==> config.mk <==
export PLATFORM = sky130hd
export DESIGN_NAME = seg_anim_seq
export DESIGN_NICKNAME = d
export VERILOG_FILES = /design/src/rtl/seg_anim_pkg.sv /design/src/rtl/seg_anim_seq_rom.sv /design/src/rtl/seg_anim_seq.sv
export SDC_FILE = /design/constraint.sdc
export NUM_CORES = 1
export LEC_CHECK = 0
export BUFFER_PORTS_ARGS = -buffer_cell sky130_fd_sc_hd__clkbuf_2
export CORE_ASPECT_RATIO = 1.1
export CORE_MARGIN = 3
export CORE_UTILIZATION = 45
export CTS_BUF_LIST = sky130_fd_sc_hd__clkbuf_16
export DETAILED_ROUTE_END_ITERATION = 8
export GPL_ROUTABILITY_DRIVEN = 0
export GPL_TIMING_DRIVEN = 0
export HOLD_SLACK_MARGIN = 0.06
export PLACE_DENSITY = 0.66
export REMOVE_ABC_BUFFERS = 1
export SLEW_MARGIN = 40
export SYNTH_ARGS = -nofsm -noshare
export SYNTH_HDL_FRONTEND = slang
export SYNTH_SLANG_ARGS = --single-unit
==> constraint.sdc <==
create_clock -name clk -period 6.37 [get_ports clk]
set_clock_uncertainty 0.1 [all_clocks]
set_input_delay 1.274 -clock clk [delete_from_list [all_inputs] [get_ports clk]]
set_output_delay 1.274 -clock clk [all_outputs]
set_load 0.02 [all_outputs]
==> src/rtl/seg_anim_pkg.sv <==
// Shared types, mode encodings and the chase animation table
// for the multi-digit 7-segment sequencer.
package seg_anim_pkg;

  localparam int ANIM_FRAMES_MAX = 32;
  localparam int ANIM_IDX_W = $clog2(ANIM_FRAMES_MAX);

  typedef enum logic [1:0] {
    IDLE,
    RUN,
    FINISH
  } state_t;

  localparam logic [1:0] MODE_LOOP = 2'b00;
  localparam logic [1:0] MODE_PING = 2'b01;
  localparam logic [1:0] MODE_ONCE = 2'b10;
  localparam logic [1:0] MODE_HOLD = 2'b11;

  // Active-low patterns; 7'h7F is a blank digit.
  localparam logic [6:0] ANIM_TABLE [ANIM_FRAMES_MAX] = '{
    7'h7F, 7'h7F, 7'h7F, 7'h7F,
    7'h7F, 7'h7F, 7'h7F, 7'h7F,
    7'h7F, 7'h7F, 7'h7F, 7'h7F,
    7'h7F, 7'h7F, 7'h7F, 7'h7E,
    7'h7C, 7'h78, 7'h78, 7'h78,
    7'h78, 7'h78, 7'h78, 7'h78,
    7'h78, 7'h78, 7'h78, 7'h79,
    7'h7B, 7'h7F, 7'h7F, 7'h7F
  };

endpackage

==> src/rtl/seg_anim_seq_rom.sv <==
// Combinational frame-index to segment-pattern lookup,
// one instance per digit.
module seg_anim_rom
  import seg_anim_pkg::*;
(
  input  logic [ANIM_IDX_W-1:0] idx,
  output logic [6:0]            pat
);

  assign pat = ANIM_TABLE[idx];

endmodule

==> src/rtl/seg_anim_seq.sv <==
// 7-segment animation sequencer: FSM, prescaler, frame stepping.
// Optional PWM dimming with SEG_ANIM_PWM_EN.
module seg_anim_seq
  import seg_anim_pkg::*;
#(
  parameter int DIGITS = 4,
  parameter int FRAMES = 32,
  parameter int PHASE  = 8,
  parameter int RATE_W = 24
) (
  input  logic                      clk,
  input  logic                      rst,
  input  logic                      en,
  input  logic                      start,
  input  logic [1:0]                mode,
  input  logic [RATE_W-1:0]         rate,
`ifdef SEG_ANIM_PWM_EN
  input  logic [3:0]                bright,
`endif
  output logic [$clog2(FRAMES)-1:0] frame_o,
  output logic [7*DIGITS-1:0]       seg_o,
  output logic                      busy,
  output logic                      done
);

  localparam int FW = $clog2(FRAMES);
  localparam logic [FW-1:0] LAST = FW'(FRAMES - 1);

  state_t            state_q, state_d;
  logic [FW-1:0]     frame_q, frame_d;
  logic [RATE_W-1:0] cnt_q, cnt_d;
  logic              up_q, up_d;
  logic              done_q, done_d;
  logic [7*DIGITS-1:0] seg_q, seg_d;
  logic              adv, tick, dark;

  assign adv  = (state_q == RUN) && en && (mode != MODE_HOLD);
  assign tick = adv && (cnt_q >= rate);

  always_comb begin
    state_d = state_q;
    frame_d = frame_q;
    cnt_d   = cnt_q;
    up_d    = up_q;
    done_d  = 1'b0;
    if (start) begin
      state_d = RUN;
      frame_d = '0;
      cnt_d   = '0;
      up_d    = 1'b1;
    end else if (tick) begin
      cnt_d = '0;
      unique case (1'b1)
        mode == MODE_LOOP: begin
          frame_d = frame_q + FW'(1);
          up_d    = 1'b1;
        end
        mode == MODE_PING: begin
          if (up_q) begin
            if (frame_q == LAST) begin
              frame_d = frame_q - FW'(1);
              up_d    = 1'b0;
            end else begin
              frame_d = frame_q + FW'(1);
            end
          end else begin
            if (frame_q == '0) begin
              frame_d = FW'(1);
              up_d    = 1'b1;
            end else begin
              frame_d = frame_q - FW'(1);
            end
          end
        end
        mode == MODE_ONCE: begin
          frame_d = frame_q + FW'(1);
          up_d    = 1'b1;
          if (frame_d == LAST) begin
            state_d = FINISH;
            done_d  = 1'b1;
          end
        end
        default: ;
      endcase
    end else if (adv) begin
      cnt_d = cnt_q + RATE_W'(1);
    end
  end

`ifdef SEG_ANIM_PWM_EN
  logic [3:0] pwm_q;

  always_ff @(posedge clk) begin
    if (rst) pwm_q <= '0;
    else     pwm_q <= pwm_q + 4'd1;
  end

  assign dark = (pwm_q >= bright);
`else
  assign dark = 1'b0;
`endif

  for (genvar k = 0; k < DIGITS; k++) begin : g_dig
    logic [FW-1:0] idx;
    logic [6:0]    pat;
    assign idx = frame_q + FW'(k * PHASE);
    seg_anim_rom u_rom (
      .idx (ANIM_IDX_W'(idx)),
      .pat (pat)
    );
    assign seg_d[7*k +: 7] =
      (state_q == IDLE || dark) ? 7'h7F : pat;
  end

  always_ff @(posedge clk) begin
    if (rst) begin
      state_q <= IDLE;
      frame_q <= '0;
      cnt_q   <= '0;
      up_q    <= 1'b1;
      done_q  <= 1'b0;
      seg_q   <= '1;
    end else begin
      state_q <= state_d;
      frame_q <= frame_d;
      cnt_q   <= cnt_d;
      up_q    <= up_d;
      done_q  <= done_d;
      seg_q   <= seg_d;
    end
  end

  assign frame_o = frame_q;
  assign seg_o   = seg_q;
  assign busy    = (state_q == RUN);
  assign done    = done_q;

endmodule

==> flow_metrics.tcl <==
set metrics [dict create \
    start_util 0.479 \
    wl_met1_um 2700 \
    fin_util 0.551 \
    hold_buffers 0 \
    antenna_found_initial 0 \
    fmax_ghz 0.281 \
    powerDensity_nw_per_um2 204 \
    period_minus_slack_ns 3.56 \
    area_delta_synth_final_pct 15.2 \
    timing.hold.ws_ns 0.392 \
    drive_gt1_frac 0.162 \
    path_cells "clkbuf_2 -> inv_1 -> ha_1 -> nand4_1 -> nor4_2 -> inv_2 -> o311ai_4 -> o21ai_2 -> or4_1 -> a21oi_1" \
    setup_viol 0 \
    cts_setup_buffers 0 \
    relSlewSlack 0.565 \
    clkSinkCount 45 \
    hold_viol 0 \
    cts_buffer_depth 2 \
    cts_buffers 5 \
    peakVddDrop_uv 110 \
    wl_um 5740 \
    fill_cells 577 \
    dieArea_um2 7320 \
    die_x_um 81.9 \
    n_antenna_cell 0 \
    outcome "finished, final reports clean" \
    cp.required_ns 6.49 \
    yosys.cell_types.count 40 \
    drv_slew 0 \
    syn_inst 362 \
    power.share.sequential 0.426 \
    grt_pass1_wl_um 9520 \
    fp.dieH_um 89.4 \
    pwr-share-clk 0.503 \
    cp_max_fo 15 \
    netlist_area_um2 2850 \
    synth_seq_cells 45 \
    top_layer "met4" \
    p_comb_frac 0.071 \
    power_w 0.000668 \
    hp-class "reg2reg" \
    grt_pass1_vias 2216 \
    cap_viol_max_count 0 \
    start_kind "input port" \
    finalNetCount 470 \
    wire_per_inst_um 11.8 \
    yosys.area.top_type "dfxtp_1" \
    row_count 29 \
    finalSetupTns_ns 0 \
    ant_nets 0 \
    worst_slew_pin_slew_ns 0.652 \
    synth_area_leaders "dfxtp_1 32%, ha_1 14%, nand2_1 5.4%, nand3_1 5.1%, buf_4 4.2%" \
    grt_max_degree 22 \
    swShare 0.214 \
    avgViaCountPerCell 5.13 \
    num_vias 2489 \
    arrival_ns 3.68 \
    dr_wl_met2_um 2720 \
    port-buffer-count 48 \
    track_usage 0.164 \
    dp.final_hpwl_um 4410 \
    post_cts_resized 0 \
    avgSynthCellArea_um2 7.87 \
    synthTopCellsByCount "45 x dfxtp_1, 41 x nand2_1, 33 x ha_1, 32 x inv_1" \
    p_sw_w 0.000143 \
    cts_tree "built" \
    core_area_um2 5950 \
    clk_transition_reported_paths_ns 0.06 \
    io_pins 65 \
    endpoint_kind "flop" \
    drtIter0Drc 95 \
    rsz0062_at_grt "no" \
    first_pass_iters 5 \
    grt_overflow 0 \
    synth-main-ff-cell "dfxtp_1" \
    route.met3.wl_um 263 \
    p_int_w 0.000525 \
    yosysTopAreaCellShare 0.316 \
    cp_slowest_stage_delay_ns 0.56 \
    drc_errors 0 \
    criticalPathCategory "in2reg" \
    yosysWarnings 0 \
    async_flop_share 0 \
    fin_crit_sh 0.559 \
    p_leak_nw 1.50 \
    ctsHtreeMaxLevel 2 \
    synth.most_common_cell "dfxtp_1" \
    clockRootBuffer "clkbuf_16" \
    synth_edf_count 0 \
    critPathSlowestCell "or4_1" \
    insertion_delay_ns 0.28 \
    synth_seq_area_share 0.316 \
]
state kept, by name, indices dropped and copies added (netlist names):
register / flops
done: 1
seg_o: 12
frame_o: 5
state_q: 2
up_q: 1
cnt_q: 24
routing by layer:
| metal | GRT usage | up-vias |
|---|---|---|
| met5 | 0 | - |
| met4 | 0.0453 | 0 |
| met3 | 0.0272 | 4 |
| met2 | 0.276 | 67 |
| met1 | 0.216 | 1107 |
| li1 | - | 1311 |
placed cells by master, fill, tap and decap left out, types with 2 or more instances in the layout:
cell type  instances
a211oi_1           5
a21oi_1           19
and2_1             3
and3_1             7
bufinv_16          2
clkbuf_16          5
clkbuf_2          48
conb_1            16
dfxtp_1           45
ha_1              33
inv_1             32
nand2_1           41
nand2b_1           6
nand3_1           29
nand4_1            5
nor2_1            29
nor2b_1            5
nor3_1            11
nor4_1             5
nor4_2             2
o21ai_0           14
o21ai_1            2
o311ai_0           6
o31ai_1            3
o41ai_1            2
or2_2              3
or3_1              4
xnor2_1            3
xor2_1            11
final timing paths:
path               from         end  slack (ns)  depth (start not counted)
min          state_q[1]  state_q[1]        0.39                          1
max reg2reg    cnt_q[2]   cnt_q[10]        3.52                          8
min reg2reg  state_q[1]  state_q[1]        0.39                          1
max            rate[22]  frame_o[3]        2.81                         10
stage by stage:
| stage | instance area, um2 | setup WS, ns | instances |
|---|---|---|---|
| floorplan | 2750 | 2.90 | 352 |
| global placement | 3090 | 2.54 | 477 |
| detailed placement | 3090 | 2.51 | 477 |
| CTS | 3280 | 2.80 | 485 |
| global route | 3280 | 2.64 | 485 |
| finish | 3280 | 2.81 | 485 |
area by class of cell:
type | count | area [um2] | share of cell area
Clock buffer | 5 | 125 | 0.0381
Clock inverter | 3 | 68.8 | 0.0210
Inverter | 33 | 124 | 0.0378
Multi-Input combinational cell | 274 | 1730 | 0.526
Sequential cell | 45 | 901 | 0.275
Tap cell | 77 | 96.3 | 0.0294
Timing Repair Buffer | 48 | 240 | 0.0732
worst max-delay path: cells and delay by family:
| kind | cells | cell delay [ns] |
|---|---|---|
| buffers and inverters | 3 | 0.19 |
| AND/OR/NAND/NOR | 3 | 1.15 |
| AO/OA/AOI/OAI | 3 | 0.76 |
| adder cells (fa/ha/maj) | 1 | 0.30 |
cells by family (layout without fill, tap and decap cells):
group	count (synthesis)	in the layout	share of synthesized area
adder cells (fa/ha/maj)	33	33	0.145
multiplexers	1	1	0.00395
AO/OA/AOI/OAI	58	58	0.132
flip-flops	45	45	0.316
AND/OR/NAND/NOR	152	152	0.261
XOR/XNOR	14	14	0.0431
buffers and inverters	58	89	0.0975
other	1	16	0.00132
power by group through the flow:
stage               Combinational [W]  Clock [W]  Sequential (W)
global route                0.0000542   0.000353        0.000284
CTS                         0.0000481   0.000342        0.000284
finish                      0.0000477   0.000336        0.000284
floorplan                   0.0000283          0        0.000293
detailed placement          0.0000477          0        0.000291
global placement            0.0000467          0        0.000291
Note: power is estimated with default switching activity, not from simulation.
